File: config.mk
export PLATFORM = sky130hd
export DESIGN_NAME = uart_rx
export DESIGN_NICKNAME = d
export VERILOG_FILES = /design/src/rtl/uart_rx.sv
export SDC_FILE = /design/constraint.sdc
export NUM_CORES = 1
export LEC_CHECK = 0
export ABC_CLOCK_PERIOD_IN_PS = 1800
export CORE_ASPECT_RATIO = 0.6
export CORE_UTILIZATION = 45
export CTS_CLUSTER_SIZE = 28
export DETAILED_ROUTE_END_ITERATION = 8
export MAX_ROUTING_LAYER = met4
export PLACE_DENSITY = 0.76
export SLEW_MARGIN = 25
export SYNTH_ARGS = -nofsm -noshare
export SYNTH_HDL_FRONTEND = slang
export SYNTH_SLANG_ARGS = --single-unit
File: constraint.sdc
create_clock -name i_clk -period 1.8 [get_ports i_clk]
set_input_delay 0.18 -clock i_clk [delete_from_list [all_inputs] [get_ports i_clk]]
set_output_delay 0.18 -clock i_clk [all_outputs]
set_load 0.02 [all_outputs]
File: src/rtl/uart_rx.sv
// uart_rx -- serial receive engine.
//
// Oversamples the asynchronous serial line at SAMPLING_RATE ticks per bit
// and deframes start / data / parity / stop. Frame format (7 or 8 data bits,
// 1 or 2 stop bits, none/even/odd parity) is captured when a start edge is
// seen, so the controls may change freely while a frame is in flight.
// Each completed character is presented with a one-cycle strobe and its
// error flags; data and flags then hold until the next completion.
//
// Parameters
//   DBITS          maximum data bits per frame (7-bit mode uses DBITS-1)
//   SBITS          maximum stop bits per frame
//   SAMPLING_RATE  oversampling ticks per bit (even, >= 4)
//
// Ports
//   i_clk      system clock, all state on the rising edge
//   i_rst_n    asynchronous active-low reset
//   i_rx       serial line, asynchronous to i_clk, idle high
//   i_s_tick   oversampling tick, one i_clk cycle wide
//   i_d_num    0 = 7 data bits, 1 = 8 data bits
//   i_s_num    0 = 1 stop bit, 1 = 2 stop bits
//   i_par      00 none, 01 even, 10 odd, 11 none
//   o_rx_data  last received character, right-aligned
//   o_rx_done  one-cycle strobe: character and flags valid
//   o_par_err  parity mismatch for the character in o_rx_data
//   o_frm_err  a sampled stop bit was 0

module uart_rx #(
  parameter int DBITS         = 8,
  parameter int SBITS         = 2,
  parameter int SAMPLING_RATE = 16
) (
  input  logic             i_clk,
  input  logic             i_rst_n,
  input  logic             i_rx,
  input  logic             i_s_tick,
  input  logic             i_d_num,
  input  logic             i_s_num,
  input  logic [1:0]       i_par,
  output logic [DBITS-1:0] o_rx_data,
  output logic             o_rx_done,
  output logic             o_par_err,
  output logic             o_frm_err
);

  localparam int TW   = $clog2(SAMPLING_RATE);
  localparam int NMAX = (DBITS > SBITS) ? DBITS : SBITS;
  localparam int NW   = (NMAX > 1) ? $clog2(NMAX) : 1;

  // Tick-count values at which a sample is taken.
  localparam logic [TW-1:0] T_HALF = TW'(SAMPLING_RATE / 2 - 1);
  localparam logic [TW-1:0] T_FULL = TW'(SAMPLING_RATE - 1);

  // Bit-counter values of the last data / stop bit for each format.
  localparam logic [NW-1:0] N_LAST_D_WIDE   = NW'(DBITS - 1);
  localparam logic [NW-1:0] N_LAST_D_NARROW = NW'(DBITS - 2);
  localparam logic [NW-1:0] N_LAST_S_WIDE   = NW'(SBITS - 1);
  localparam logic [NW-1:0] N_LAST_S_NARROW = '0;

  typedef enum logic [2:0] {
    ST_IDLE,
    ST_START,
    ST_DATA,
    ST_PARITY,
    ST_STOP,
    ST_BREAK
  } state_t;

  // Line synchronizer
  logic rx_meta_reg;
  logic rx_s_reg;

  // Frame engine
  state_t           state_reg, state_next;
  logic [TW-1:0]    t_reg, t_next;
  logic [NW-1:0]    n_reg, n_next;
  logic [DBITS-1:0] shreg_reg, shreg_next;

  // Format captured at start of frame
  logic d_num_reg, d_num_next;
  logic s_num_reg, s_num_next;
  logic par_en_reg, par_en_next;
  logic par_odd_reg, par_odd_next;

  // Errors accumulated while the frame is in progress
  logic par_pend_reg, par_pend_next;
  logic frm_pend_reg, frm_pend_next;

  // Registered outputs
  logic [DBITS-1:0] data_out_reg, data_out_next;
  logic             done_reg, done_next;
  logic             par_err_reg, par_err_next;
  logic             frm_err_reg, frm_err_next;

  // Helpers
  logic [DBITS-1:0] aligned_data;
  logic [NW-1:0]    n_data_last;
  logic [NW-1:0]    n_stop_last;
  logic             ones_odd;
  logic             frm_now;

  // ---------------------------------------------------------------------
  // Two-flop synchronizer; resets to the idle (high) line level.
  // ---------------------------------------------------------------------
  always_ff @(posedge i_clk or negedge i_rst_n) begin
    if (!i_rst_n) begin
      rx_meta_reg <= 1'b1;
      rx_s_reg    <= 1'b1;
    end else begin
      rx_meta_reg <= i_rx;
      rx_s_reg    <= rx_meta_reg;
    end
  end

  // ---------------------------------------------------------------------
  // Data alignment. Bits enter at the MSB and move right, so after a
  // 7-bit frame the character sits in [DBITS-1:1]; shift it down one
  // place and force the top bit to zero.
  // ---------------------------------------------------------------------
  generate
    for (genvar gi = 0; gi < DBITS; gi++) begin : g_align
      if (gi == DBITS - 1) begin : g_top
        assign aligned_data[gi] = d_num_reg & shreg_reg[gi];
      end else begin : g_low
        assign aligned_data[gi] = d_num_reg ? shreg_reg[gi] : shreg_reg[gi+1];
      end
    end
  endgenerate

  assign n_data_last = d_num_reg ? N_LAST_D_WIDE : N_LAST_D_NARROW;
  assign n_stop_last = s_num_reg ? N_LAST_S_WIDE : N_LAST_S_NARROW;

  // The shift register is cleared at frame start, so the unused LSB in
  // 7-bit mode is 0 and the reduction XOR gives the data parity directly.
  assign ones_odd = ^shreg_reg;

  // ---------------------------------------------------------------------
  // State registers
  // ---------------------------------------------------------------------
  always_ff @(posedge i_clk or negedge i_rst_n) begin
    if (!i_rst_n) begin
      state_reg    <= ST_IDLE;
      t_reg        <= '0;
      n_reg        <= '0;
      shreg_reg    <= '0;
      d_num_reg    <= 1'b0;
      s_num_reg    <= 1'b0;
      par_en_reg   <= 1'b0;
      par_odd_reg  <= 1'b0;
      par_pend_reg <= 1'b0;
      frm_pend_reg <= 1'b0;
      data_out_reg <= '0;
      done_reg     <= 1'b0;
      par_err_reg  <= 1'b0;
      frm_err_reg  <= 1'b0;
    end else begin
      state_reg    <= state_next;
      t_reg        <= t_next;
      n_reg        <= n_next;
      shreg_reg    <= shreg_next;
      d_num_reg    <= d_num_next;
      s_num_reg    <= s_num_next;
      par_en_reg   <= par_en_next;
      par_odd_reg  <= par_odd_next;
      par_pend_reg <= par_pend_next;
      frm_pend_reg <= frm_pend_next;
      data_out_reg <= data_out_next;
      done_reg     <= done_next;
      par_err_reg  <= par_err_next;
      frm_err_reg  <= frm_err_next;
    end
  end

  // ---------------------------------------------------------------------
  // Next-state and output logic
  // ---------------------------------------------------------------------
  always_comb begin
    state_next    = state_reg;
    t_next        = t_reg;
    n_next        = n_reg;
    shreg_next    = shreg_reg;
    d_num_next    = d_num_reg;
    s_num_next    = s_num_reg;
    par_en_next   = par_en_reg;
    par_odd_next  = par_odd_reg;
    par_pend_next = par_pend_reg;
    frm_pend_next = frm_pend_reg;
    data_out_next = data_out_reg;
    done_next     = 1'b0;
    par_err_next  = par_err_reg;
    frm_err_next  = frm_err_reg;
    frm_now       = frm_pend_reg | ~rx_s_reg;

    case (state_reg)
      ST_IDLE: begin
        if (!rx_s_reg) begin
          state_next    = ST_START;
          t_next        = '0;
          n_next        = '0;
          shreg_next    = '0;
          d_num_next    = i_d_num;
          s_num_next    = i_s_num;
          // 11 is an alias for "no parity"
          par_en_next   = i_par[0] ^ i_par[1];
          par_odd_next  = i_par[1];
          par_pend_next = 1'b0;
          frm_pend_next = 1'b0;
        end
      end

      ST_START: begin
        if (i_s_tick) begin
          if (t_reg == T_HALF) begin
            t_next = '0;
            // Line back high at mid start bit: a glitch, not a frame.
            state_next = rx_s_reg ? ST_IDLE : ST_DATA;
          end else begin
            t_next = t_reg + TW'(1);
          end
        end
      end

      ST_DATA: begin
        if (i_s_tick) begin
          if (t_reg == T_FULL) begin
            t_next     = '0;
            shreg_next = {rx_s_reg, shreg_reg[DBITS-1:1]};
            if (n_reg == n_data_last) begin
              n_next     = '0;
              state_next = par_en_reg ? ST_PARITY : ST_STOP;
            end else begin
              n_next = n_reg + NW'(1);
            end
          end else begin
            t_next = t_reg + TW'(1);
          end
        end
      end

      ST_PARITY: begin
        if (i_s_tick) begin
          if (t_reg == T_FULL) begin
            t_next        = '0;
            // Even parity wants an even total, odd parity an odd total.
            par_pend_next = (ones_odd ^ rx_s_reg) != par_odd_reg;
            state_next    = ST_STOP;
          end else begin
            t_next = t_reg + TW'(1);
          end
        end
      end

      ST_STOP: begin
        if (i_s_tick) begin
          if (t_reg == T_FULL) begin
            t_next = '0;
            if (n_reg == n_stop_last) begin
              // Frame complete at mid final stop bit; leaving here early
              // lets a back-to-back start edge be caught.
              n_next        = '0;
              data_out_next = aligned_data;
              par_err_next  = par_pend_reg;
              frm_err_next  = frm_now;
              done_next     = 1'b1;
              frm_pend_next = frm_now;
              state_next    = frm_now ? ST_BREAK : ST_IDLE;
            end else begin
              n_next        = n_reg + NW'(1);
              frm_pend_next = frm_now;
            end
          end else begin
            t_next = t_reg + TW'(1);
          end
        end
      end

      ST_BREAK: begin
        // Wait out a held-low line so it is not mistaken for a new start.
        if (rx_s_reg) begin
          state_next = ST_IDLE;
        end
      end

      default: begin
        state_next = ST_IDLE;
      end
    endcase
  end

  assign o_rx_data = data_out_reg;
  assign o_rx_done = done_reg;
  assign o_par_err = par_err_reg;
  assign o_frm_err = frm_err_reg;

endmodule

* After elaboration in Yosys (flattened, before gate mapping)
Cells that the tools add are included.
Widths: inputs -> output; s select.
** Word-level totals
- Input bits :: 8
- Register bits after elaboration :: 37
- Output and inout port bits :: 11
- Word-level logic and storage cells :: 116
** Operators by class
- Eq/ne operators :: 23
- Add/subtract/negate cells :: 2
- Multiplexer cells :: 54
- Reduce and logical (&&, ||, !) cells :: 16
- Bitwise logic cells :: 5
** Operators with widths (count)
- $mux 3 :: 21
- $mux 8 :: 3
- $ne 2x2->1 const B :: 12
- $mux 4 :: 5
- $reduce_and 4->1 :: 5
- $mux 1 :: 18
- $pmux 3 s6 :: 1
- $pmux 8 s2 :: 1
- $pmux 4 s3 :: 1
- $reduce_and 12->1 :: 1
- $pmux 3 s3 :: 1
- $reduce_xor 8->1 :: 1
- $eq 3x2->1 const B :: 2
- $eq 3x3->1 const B :: 2
- $reduce_and 6->1 :: 1
- $reduce_bool 2->1 :: 3
- $reduce_bool 3->1 :: 2
- $add 4x1->4 const B :: 1
- $eq 4x3->1 const B :: 1
- $eq 4x4->1 const B :: 1
- $pmux 1 s2 :: 2
- $add 3x1->3 const B :: 1
- $eq 3x1->1 :: 1
- $eq 3x1->1 const B :: 1
- 11 further kinds :: 12

* Depth between registers and ports, before layout
Gate-level depths: netlist of the first run.
- Depth after elaboration :: 7
- Mapped depth :: 7
- Mapped depth without buffers :: 6

* Least setup slack after synthesis of the first run
OpenSTA, ideal clock, no wires.
- Kind :: register -> register
- Start point :: reg t_reg[0]
- End point :: reg par_err_reg (netlist: o_par_err)
- Required time :: 1672 ps
- Path buffers :: 2
- Setup slack :: 71 ps
- Data arrival time :: 1602 ps
- Clock period less this slack :: 1729 ps
- Stages on the path, launching flop included :: 7
- Setup time :: 128 ps
- Cell sequence :: dfrtp_1 > ha_1 > and4_1 > buf_2 > nand4_1 > clkbuf_1 > mux2_1
** On the way
- Cells in the longest elaborated chain, start to end :: 2
** RTL lines
- start: declaration :: line 75 : logic [TW-1:0] t_reg, t_next;
- start signal: assignment :: line 158 : t_reg <= t_next;
- $eq 4x4->1 :: line 255 : if (t_reg == T_FULL) begin
- $reduce_and 4->1 (no source line)
- end signal: assignment :: line 169 : par_err_reg <= par_err_next;
- end: declaration :: line 92 : logic par_err_reg, par_err_next;
No other way between the ends.
A chain may end at the register's enable or synchronous reset.

* Final worst setup path of the first run
- Start point :: reg state_reg[0]
- End point :: reg state_reg[0]
** On the way
- Cells in the longest elaborated chain, start to end :: 3
- Elaborated cells between the ends (all ways) :: 20
- Classes of those cells :: 17 x eq/ne; 1 x mux; 2 x reduce/logical
** RTL lines
- start: declaration :: line 74 : state_t state_reg, state_next;
- start signal: assignment :: line 157 : state_reg <= state_next;
- $eq 3x3->1, or another cell as far along :: line 194 : case (state_reg)
- $ne 2x2->1 (no source line)
- $reduce_and 12->1 (no source line)
Several ways; a longest one is shown, not always the timed one.

==> results of run 1 <==
## power by group
group | internal [mW] | switching (mW)
clock network | 0.268 | 0.298
logic | 0.318 | 0.335
registers | 0.936 | 0.139
## per-layer routing
metal | track usage, % | share of wire (%)
met2 | 29.3 | 42
met5 | - | 0
met3 | 5.62 | 4.4
met1 | 28.0 | 52
met4 | 7.50 | 1.6
## final timing paths
check | start | endpoint | slack (ps) | cells after the start
setup / recovery | state_reg[0] | state_reg[0] | 50 | 6
hold / removal | i_rx | rx_meta_reg | 290 | 1
setup reg to reg | state_reg[0] | state_reg[0] | 50 | 6
hold reg to reg | rx_meta_reg | rx_s_reg | 360 | 0
max in group asynchronous | i_rst_n | rx_s_reg | 990 | 3
min in group asynchronous | i_rst_n | t_reg[2] | 460 | 3
## cell type report
cell class	count	area share, %
repair buffers	41	14.9
flip-flops and latches	37	38.0
well taps	60	3.08
clock buffers	6	2.97
inverters	5	0.769
clock inverters	2	0.410
multi-input cells	147	39.9
## synthesized netlist by cell type (all sizes together) (4+ instances only)
cell type / n
xnor2: 11
mux2i: 7
mux2: 5
nor2: 7
inv: 5
nand2: 39
a21oi: 4
dfrtp: 35
o21ai: 30
nand2b: 4
nand3: 7
buf: 8
## metrics by stage
stage | area (um2) | setup TNS (ps) | setup WS [ps] | utilization [%] | std cells
after floorplan | 1950 | 0 | 70.7 | - | 200
after global placement | 2310 | -10.6 | -10.6 | 55.7 | 288
after detailed placement | 2310 | -3.31 | -3.31 | 55.7 | 288
after CTS | 2400 | 0 | 52.2 | 57.9 | 297
after global routing | 2440 | -58.5 | -58.5 | 58.9 | 298
final | 2440 | 0 | 45.3 | 58.9 | 298
## placed cells by master, fill, tap and decap left out, drive strengths merged, types with 3 or more instances in the layout
cell | synthesis | layout
nand3 | 7 | 7
xnor2 | 11 | 11
nand2b | 4 | 4
nor2 | 7 | 7
dfrtp | 35 | 35
inv | 5 | 5
nand2 | 39 | 39
o21ai | 30 | 30
o31ai | 3 | 3
nor3 | 3 | 3
mux2i | 7 | 7
a21oi | 4 | 4
xor2 | 3 | 3
mux2 | 5 | 5
clkdlybuf4s50 | 0 | 17
buf | 8 | 22
clkbuf | 3 | 7
## cell families after synthesis
family          after synthesis  synth area share, %
simple gates                 70                 17.5
buf+inv                      16                 4.36
flops                        37                 47.5
mux                          12                 6.66
compound gates               49                 16.4
xor+xnor                     14                 6.28
fa+ha+maj                     2                 1.28
## repair_timing
| item | CTS | global route |
|---|---|---|
| hold endpoints to repair | 35 | 0 |
| endpoints found under the setup margin | 0 | 7 |
| setup buffers | 0 | 1 |
| hold buffers | 1 | 0 |
| resized for setup | 0 | 8 |
==> impl_results.rst, run 1 <==
.. list-table::
   :header-rows: 1

   * - Metric
     - Value
   * - Result of the run
     - finished clean
   * - Worst skew pair latency
     - 290 ps
   * - Vias/cell
     - 5.20
   * - Share of the synthesized area in the top cell type
     - 44.8%
   * - Library cell with the largest summed area after synthesis
     - dfrtp_1
   * - Critical path start-end classification
     - reg2reg
   * - TritonCTS Buffers
     - 5
   * - Fraction of final layout cells with drive strength greater than 1
     - 20.6%
   * - Count of nets after finishing
     - 247
   * - Number of antenna-violating nets in the routed design
     - 0
   * - Number of primary I/O pins
     - 19
   * - Synth top area cells
     - dfrtp_1 (45%), nand2_1 (7.5%), o21ai_0 (6.4%)
   * - Crit. End Element
     - flop
   * - Final-report setup violation count
     - 0
   * - CTS tree
     - yes
   * - Slew Limit Headroom
     - 68.9%
   * - Primary FF master, synth
     - dfrtp_1
   * - VDD IR max
     - 0.000503 V
   * - Worst Hold Class
     - in2reg
   * - Sum of internal, switching and leakage power
     - 2.29 mW
   * - Total leakage power
     - 1.01 nW
   * - DP HPWL
     - 2830 um
   * - Flip-flop and latch count after synthesis
     - 37
   * - Series of cell instances along the critical path
     - buf_12 > nor2_1 > o21ai_0 > a31oi_4 > a2111oi_4 > mux2_4
   * - Pin slew with the least headroom to its limit
     - 467 ps
   * - Sink Count
     - 37
   * - DRC violation count after routing
     - 0
   * - Area delta synth->final
     - 25.0%
   * - H-Tree Level Count
     - 2
   * - Number of rows in the core area
     - 18
   * - Routed WL
     - 4020 um
   * - Post-synthesis cell type count
     - 47
   * - Count of synthesis-stage warnings from yosys
     - 0
   * - Worst setup SP type
     - flop
   * - Pins Over Slew Limit
     - 0
   * - Delay contributed by the slowest stage of the critical path
     - 390 ps
   * - Clock slew at reported path FFs
     - 70 ps
   * - Die boundary width
     - 87.1 um
   * - Timing-limited maximum frequency
     - 570 MHz
   * - Total vias in the final route
     - 1550
   * - Cell chosen for the clock root
     - clkbuf_8
   * - Required time of the worst setup path
     - 1980 ps
   * - Critical path arrival
     - 1930 ps
   * - Standard cell core area
     - 4140 um2
   * - Min Clock Period, post-route
     - 1750 ps
   * - Critical path peak fanout
     - 14
   * - Net count of the mapped netlist
     - 210
   * - Master of the slowest instance on the critical path
     - dfrtp_1
   * - Maximum number of pins on one net before global-route repair
     - 38
   * - WP buf/inv
     - 1
   * - Full die area
     - 4620 um2
   * - Router iterations before antenna repair
     - 4
   * - Via count of the first global-routing pass
     - 1412
   * - Synth Instances
     - 200
   * - Avg Cell Area, Syn
     - 9.77 um2
   * - Number of buffers on the longest clock path
     - 2
   * - Starting density of the core
     - 47.1%
   * - GRT Total Usage
     - 20.5%
   * - Worst Hold Margin
     - 288 ps
   * - Final worst path period share
     - 97.5%
   * - Asr flop ratio synth
     - 100%
   * - Reported max-cap violation count
     - 0
   * - Cell area power density
     - 940 nW/um2
   * - Port Buf Inserts
     - 18
   * - Part of the Yosys area used for sequential elements
     - 47.5%
   * - Routed wire length per instance
     - 13.5 um
   * - First-pass GRT wire length
     - 6720 um
   * - Iter 0 DRT Violations
     - 71
   * - Summed instance area of the synthesized netlist
     - 1950 um2
   * - Clock skew
     - 6.52 ps
   * - Number of antenna repair diodes
     - 0
   * - Die Y
     - 53.0 um
   * - Number of fill cells in the layout
     - 366
   * - CP delay by family, top
     - compound AO/OA/AOI/OAI gates
   * - Antenna violations before repair
     - 0
   * - RePlAce Congestion
     - 0.873
   * - Gr ovfl total
     - 0
   * - Post-synth EDFFs
     - 0
   * - Footprint of the multi-input gates
     - 973 um2
   * - Sequential Area
     - 928 um2
   * - Endpoints failing hold
     - 0
Power figures use the tool's default switching activity.
==> run 2, diff against run 1 <==
--- a/config.mk
+++ b/config.mk
@@ -5,12 +5,10 @@
 export SDC_FILE = /design/constraint.sdc
 export NUM_CORES = 1
 export LEC_CHECK = 0
-export ABC_CLOCK_PERIOD_IN_PS = 1800
 export CORE_ASPECT_RATIO = 0.6
 export CORE_UTILIZATION = 45
 export CTS_CLUSTER_SIZE = 28
 export DETAILED_ROUTE_END_ITERATION = 8
-export MAX_ROUTING_LAYER = met4
 export PLACE_DENSITY = 0.76
 export SLEW_MARGIN = 25
 export SYNTH_ARGS = -nofsm -noshare
==> run 2 against run 1 <==
Against the previous run:
- critical path depth decreased by 1
- first-iteration DRC count increased by 5.6%
- flip-flop and latch count unchanged
- clock power about the same
- clock skew decreased by 2.9 ps
- register-to-register slack improved by 20 ps
==> impl_results.rst, run 2 (same netlist as run 1, synthesis figures left out) <==
.. list-table::
   :header-rows: 1

   * - Metric
     - Value
   * - Die Y
     - 53.0 um (unchanged)
   * - VDD IR max
     - 0.000459 V (-8.8%)
   * - Critical path start-end classification
     - reg2reg
   * - Count of nets after finishing
     - 255 (+3.2%)
   * - Gr ovfl total
     - 0 (unchanged)
   * - Worst Hold Class
     - in2async
   * - Number of antenna repair diodes
     - 0 (unchanged)
   * - Crit. End Element
     - flop
   * - CTS tree
     - yes
   * - Vias/cell
     - 5.22 (+0.34%)
   * - Endpoints failing hold
     - 0 (unchanged)
   * - Sequential Area
     - 932 um2 (+0.40%)
   * - GRT Total Usage
     - 21.0% (+0.46 points)
   * - Footprint of the multi-input gates
     - 1010 um2 (+4.0%)
   * - Critical path arrival
     - 1910 ps (-20 ps)
   * - Min Clock Period, post-route
     - 1730 ps (-20.4 ps)
   * - Antenna violations before repair
     - 0 (unchanged)
   * - Seq pwr share
     - 46.3% (-0.6 points)
   * - Fraction of power consumed by combinational cells
     - 30.2% (+1.7 points)
   * - Clock slew at reported path FFs
     - 70 ps (about the same)
   * - Most used cells in the layout excluding fill and tap cells
     - nand2_1 (38), dfrtp_1 (32), buf_4 (26)
   * - Post-placement worst setup slack
     - -43.0 ps (-39.7 ps)
   * - Reported max-cap violation count
     - 0 (unchanged)
   * - Pins Over Slew Limit
     - 0 (unchanged)
   * - Required time of the worst setup path
     - 1980 ps (about the same)
   * - Clock skew
     - 3.66 ps (-2.86 ps)
   * - RSZ-0062 raised after global routing
     - true
   * - Net switching power of the design
     - 815 uW (+5.5%)
   * - Die boundary width
     - 87.1 um (unchanged)
   * - Via count of the first global-routing pass
     - 1498 (+6.1%)
   * - RePlAce Congestion
     - 0.897 (+2.7%)
   * - Area delta synth->final
     - 30.8%
   * - Full die area
     - 4620 um2 (unchanged)
   * - Worst Hold Margin
     - 281 ps (-7.56 ps)
   * - Timing-limited maximum frequency
     - 577 MHz (+1.2%)
   * - Total leakage power
     - 1.06 nW (+4.9%)
   * - DP HPWL
     - 3030 um (+7.1%)
   * - Router iterations before antenna repair
     - 5 (+1)
   * - Switching share of power
     - 34.1% (+0.45 points)
   * - Iter 0 DRT Violations
     - 75 (+5.6%)
   * - Fraction of final layout cells with drive strength greater than 1
     - 25.6% (+5.0 points)
   * - Internal power
     - 1.57 mW (+3.5%)
   * - Critical path peak fanout
     - 5 (-9)
   * - Result of the run
     - finished clean
   * - Final-report setup violation count
     - 0 (unchanged)
   * - Maximum number of pins on one net before global-route repair
     - 30 (-21%)
   * - Routed WL
     - 4250 um (+5.8%)
   * - Number of antenna-violating nets in the routed design
     - 0 (unchanged)
   * - Part of the total power dissipated in the clock network
     - 23.5% (-1.2 points)
   * - TritonCTS Buffers
     - 5 (unchanged)
   * - Cell chosen for the clock root
     - clkbuf_8
   * - H-Tree Level Count
     - 2 (unchanged)
   * - Total vias in the final route
     - 1597 (+3.0%)
   * - Slew Limit Headroom
     - 73.8% (+4.9 points)
   * - Pin slew with the least headroom to its limit
     - 392 ps (-74.9 ps)
   * - Worst skew pair latency
     - 290 ps (about the same)
   * - Number of primary I/O pins
     - 19 (unchanged)
   * - Final worst path period share
     - 96.3% (-1.1 points)
   * - Worst setup SP type
     - flop
   * - Sink Count
     - 37 (unchanged)
   * - Commonest non-fill, non-tap cell in the layout
     - nand2_1
   * - Minimum setup slack in the final design
     - 65.8 ps (+20.4 ps)
   * - Final non-filler cell area
     - 2550 um2 (+4.7%)
   * - Number of buffers on the longest clock path
     - 2 (unchanged)
   * - Port Buf Inserts
     - 18 (unchanged)
   * - Routed wire length per instance
     - 13.9 um (+3.0%)
   * - Standard cell core area
     - 4140 um2 (unchanged)
   * - Number of rows in the core area
     - 18 (unchanged)
   * - Starting density of the core
     - 47.1% (unchanged)
   * - Cell area power density
     - 935 nW/um2 (-0.49%)
   * - Number of fill cells in the layout
     - 367 (+0.27%)
   * - DRC violation count after routing
     - 0 (unchanged)
   * - First-pass GRT wire length
     - 7050 um (+4.9%)
   * - Instance area at placement
     - 2330 um2 (+0.98%)
==> run 2: layout make-up <==
class | count | area share, %
Clock inverter | 2 | 0.392
Clock buffer | 6 | 2.84
Timing Repair Buffer | 49 | 17.0
Multi-Input combinational cell | 147 | 39.6
Sequential cell | 37 | 36.5
Inverter | 5 | 0.735
Tap cell | 60 | 2.94
==> run 2: worst paths after layout <==
| check | cells past startpoint | slack [ps] | from | endpoint |
|---|---|---|---|---|
| worst max-delay path | 5 | 70 | n_reg[0] | state_reg[0] |
| worst min-delay path | 2 | 280 | i_rst_n | s_num_reg |
| worst max register to register | 5 | 70 | n_reg[0] | state_reg[0] |
| worst min register to register | 0 | 360 | rx_meta_reg | rx_s_reg |
| max in group asynchronous | 3 | 850 | i_rst_n | rx_s_reg |
| min in group i_clk | 1 | 290 | i_rx | rx_meta_reg |
==> run 2: power groups by stage <==
stage / Sequential, mW / Combinational, mW / Clock, mW
6_report: 1.11 / 0.721 / 0.563
4_1_cts: 1.07 / 0.629 / 0.574
3_3_place_gp: 1.08 / 0.599 / 0
2_1_floorplan: 1.06 / 0.434 / 0
3_5_place_dp: 1.09 / 0.612 / 0
5_1_grt: 1.12 / 0.802 / 0.607
==> run 2: through the flow <==
stage / cells / TNS, ps / util (%) / power [mW]
2_1_floorplan: 200 / 0 / - / 1.49
3_3_place_gp: 291 / -14.0 / 56.2 / 1.68
3_5_place_dp: 291 / -43.4 / 56.2 / 1.70
4_1_cts: 301 / 0 / 59.0 / 2.28
5_1_grt: 306 / -7.56 / 61.7 / 2.53
6_report: 306 / 0 / 61.7 / 2.39
==> run 2: per-layer routing <==
layer	up-vias	global-route usage, %	routed length (um)
met1	762	30.6	2180
met3	6	5.46	284
li1	778	-	-
met5	-	0	0
met2	51	29.5	1740
met4	0	8.06	53
==> run 2: timing repair <==
action,CTS,global route
pin swaps,2,7
resized for setup,4,16
hold buffers,1,0
buffers inserted,1,5
endpoints found under the hold margin,8,0
endpoints found under the setup margin,1,3
==> run 2: critical path: stages (launching register included) <==
cell and delay, ps:
dfrtp_2 450, xor2_2 170, nor3_4 240, o31ai_4 110, a2111oi_4 320, mux2_4 330
==> run 3, diff against run 2 <==
--- a/config.mk
+++ b/config.mk
@@ -10,6 +10,7 @@
 export CTS_CLUSTER_SIZE = 28
 export DETAILED_ROUTE_END_ITERATION = 8
 export PLACE_DENSITY = 0.76
+export SKIP_LAST_GASP = 1
 export SLEW_MARGIN = 25
 export SYNTH_ARGS = -nofsm -noshare
 export SYNTH_HDL_FRONTEND = slang
==> run 3 against run 2 <==
Against the previous run:
- register-to-register slack hardly changed
- sequential power hardly changed
- via count is 0.25% higher
- clock power is 1% lower
- cell count stayed put
- first-iteration DRC count is 6.7% higher
- global-route usage stayed put
- final area is 0.29% lower
- flip-flop and latch count stayed put
- sequential share of layout area is 0.11 points higher
- worst setup slack better by 0.87 ps
- non-clock buffer count stayed put
- critical path type unchanged
- critical endpoint unchanged
==> impl_results.rst, run 3 (same netlist as run 1, synthesis figures left out) <==
.. list-table::
   :header-rows: 1

   * - Metric
     - Value
   * - Result of the run
     - finished clean
   * - Clock slew at reported path FFs
     - 70 ps (about the same)
   * - Commonest non-fill, non-tap cell in the layout
     - nand2_1
   * - Starting density of the core
     - 47.1% (unchanged)
   * - Switching share of power
     - 33.9% (-0.18 points)
   * - Port Buf Inserts
     - 18 (unchanged)
   * - Number of rows in the core area
     - 18 (unchanged)
   * - TritonCTS Buffers
     - 5 (unchanged)
   * - Sum of internal, switching and leakage power
     - 2.38 mW (-0.38%)
   * - Maximum number of pins on one net before global-route repair
     - 30 (unchanged)
   * - Fraction of power consumed by combinational cells
     - 30.2% (about the same)
   * - Final worst path period share
     - 96.3% (about the same)
   * - Routed WL
     - 4220 um (-0.73%)
   * - RSZ-0062 raised after global routing
     - true
   * - Pins Over Slew Limit
     - 0 (unchanged)
   * - CTS tree
     - yes
   * - Number of primary I/O pins
     - 19 (unchanged)
   * - Crit. End Element
     - flop
   * - Endpoints failing hold
     - 0 (unchanged)
   * - Die Y
     - 53.0 um (unchanged)
   * - Most used cells in the layout excluding fill and tap cells
     - nand2_1 (38), dfrtp_1 (32), buf_4 (28)
   * - Full die area
     - 4620 um2 (unchanged)
   * - Worst Hold Class
     - in2async
   * - Number of buffers on the longest clock path
     - 2 (unchanged)
   * - Internal power
     - 1.57 mW (-0.11%)
   * - Critical path peak fanout
     - 5 (unchanged)
   * - RePlAce Congestion
     - 0.897 (unchanged)
   * - Number of antenna-violating nets in the routed design
     - 0 (unchanged)
   * - Via count of the first global-routing pass
     - 1498 (unchanged)
   * - Iter 0 DRT Violations
     - 80 (+6.7%)
   * - Antenna violations before repair
     - 0 (unchanged)
   * - Part of the total power dissipated in the clock network
     - 23.4% (about the same)
   * - Instance area at placement
     - 2330 um2 (unchanged)
   * - Total leakage power
     - 1.06 nW (-0.33%)
   * - Reported max-cap violation count
     - 0 (unchanged)
   * - Worst setup SP type
     - flop
   * - VDD IR max
     - 0.000459 V (about the same)
   * - Final non-filler cell area
     - 2550 um2 (-0.29%)
   * - Slew Limit Headroom
     - 73.8% (about the same)
   * - Total vias in the final route
     - 1601 (+0.25%)
   * - Critical path arrival
     - 1900 ps (about the same)
   * - Clock skew
     - 4.80 ps (+1.15 ps)
   * - Pin slew with the least headroom to its limit
     - 392 ps (-0.00870 ps)
   * - Critical path start-end classification
     - reg2reg
   * - Number of antenna repair diodes
     - 0 (unchanged)
   * - Worst skew pair latency
     - 290 ps (about the same)
   * - Timing-limited maximum frequency
     - 577 MHz (about the same)
   * - Cell chosen for the clock root
     - clkbuf_8
   * - Die boundary width
     - 87.1 um (unchanged)
   * - Cell area power density
     - 935 nW/um2 (about the same)
   * - Minimum setup slack in the final design
     - 66.6 ps (+0.874 ps)
   * - Vias/cell
     - 5.23 (+0.25%)
   * - Number of fill cells in the layout
     - 369 (+0.54%)
   * - Gr ovfl total
     - 0 (unchanged)
   * - DP HPWL
     - 3030 um (unchanged)
   * - First-pass GRT wire length
     - 7050 um (unchanged)
   * - Routed wire length per instance
     - 13.8 um (-0.73%)
   * - Router iterations before antenna repair
     - 4 (-1)
   * - Final-report setup violation count
     - 0 (unchanged)
   * - Area delta synth->final
     - 30.4%
   * - Fraction of final layout cells with drive strength greater than 1
     - 25.6% (unchanged)
   * - GRT Total Usage
     - 21.0% (unchanged)
   * - Required time of the worst setup path
     - 1970 ps (about the same)
   * - Seq pwr share
     - 46.4% (about the same)
   * - Post-placement worst setup slack
     - -43.0 ps (unchanged)
   * - Count of nets after finishing
     - 255 (unchanged)
   * - H-Tree Level Count
     - 2 (unchanged)
   * - Min Clock Period, post-route
     - 1730 ps (-0.874 ps)
   * - Net switching power of the design
     - 808 uW (-0.90%)
   * - Standard cell core area
     - 4140 um2 (unchanged)
   * - DRC violation count after routing
     - 0 (unchanged)
   * - Sink Count
     - 37 (unchanged)
-- run 3: cell count changes in the layout (fill, tap and decap cells not counted) --
cell	before	now
buf_4	26	28
buf_6	3	1
-- run 3: path summary, 6_finish.rpt --
check,cells past startpoint,startpoint,slack [ps],end
min in group i_clk,1,i_rx,290,rx_meta_reg
max reg2reg,5,n_reg[0],70,state_reg[0]
min reg2reg,0,rx_meta_reg,360,rx_s_reg
min,2,i_rst_n,280,s_num_reg
max,5,n_reg[0],70,state_reg[0]
max in group asynchronous,3,i_rst_n,850,rx_s_reg
-- run 3: cell type report --
type | count | area, um2 | area share, %
inverters | 5 | 18.8 | 0.737
well taps | 60 | 75.1 | 2.95
flip-flops and latches | 37 | 932 | 36.6
clock inverters | 2 | 10.0 | 0.393
clock buffers | 6 | 72.6 | 2.85
repair buffers | 49 | 427 | 16.7
multi-input cells | 147 | 1010 | 39.7
-- run 3: critical path: stages, from the launching register on --
cell and delay (ps):
dfrtp_2 450, xor2_2 170, nor3_4 240, o31ai_4 110, a2111oi_4 320, mux2_4 330
-- run 3: stage by stage --
step	setup TNS, ps	util (%)	instances	hold slack, ps
6_report	0	61.5	306	284
5_1_grt	-22.4	61.5	306	299
4_1_cts	0	59.0	301	276
3_5_place_dp	-43.4	56.2	291	49.8
3_3_place_gp	-14.0	56.2	291	55.0
2_1_floorplan	0	-	200	-116
-- run 3: power groups by stage --
stage / Sequential (mW) / Clock [mW] / Combinational (mW)
floorplan: 1.06 / 0 / 0.434
global placement: 1.08 / 0 / 0.599
detailed placement: 1.09 / 0 / 0.612
CTS: 1.07 / 0.574 / 0.629
global route: 1.12 / 0.607 / 0.800
finish: 1.11 / 0.557 / 0.718
-- run 3: layer usage --
layer	vias to the layer above	share of wire [%]	global-route usage (%)
li1	780	-	-
met1	755	51	30.6
met2	60	41	29.5
met3	6	6.8	5.46
met4	0	1.3	8.06
met5	-	0	0
-- run 3: what timing repair did --
action,in CTS,in global routing
buffers inserted,1,5
endpoints found under the hold margin,8,0
gates resized for setup,4,14
endpoints found under the setup margin,1,3
hold buffers,1,0
pin swaps,2,7
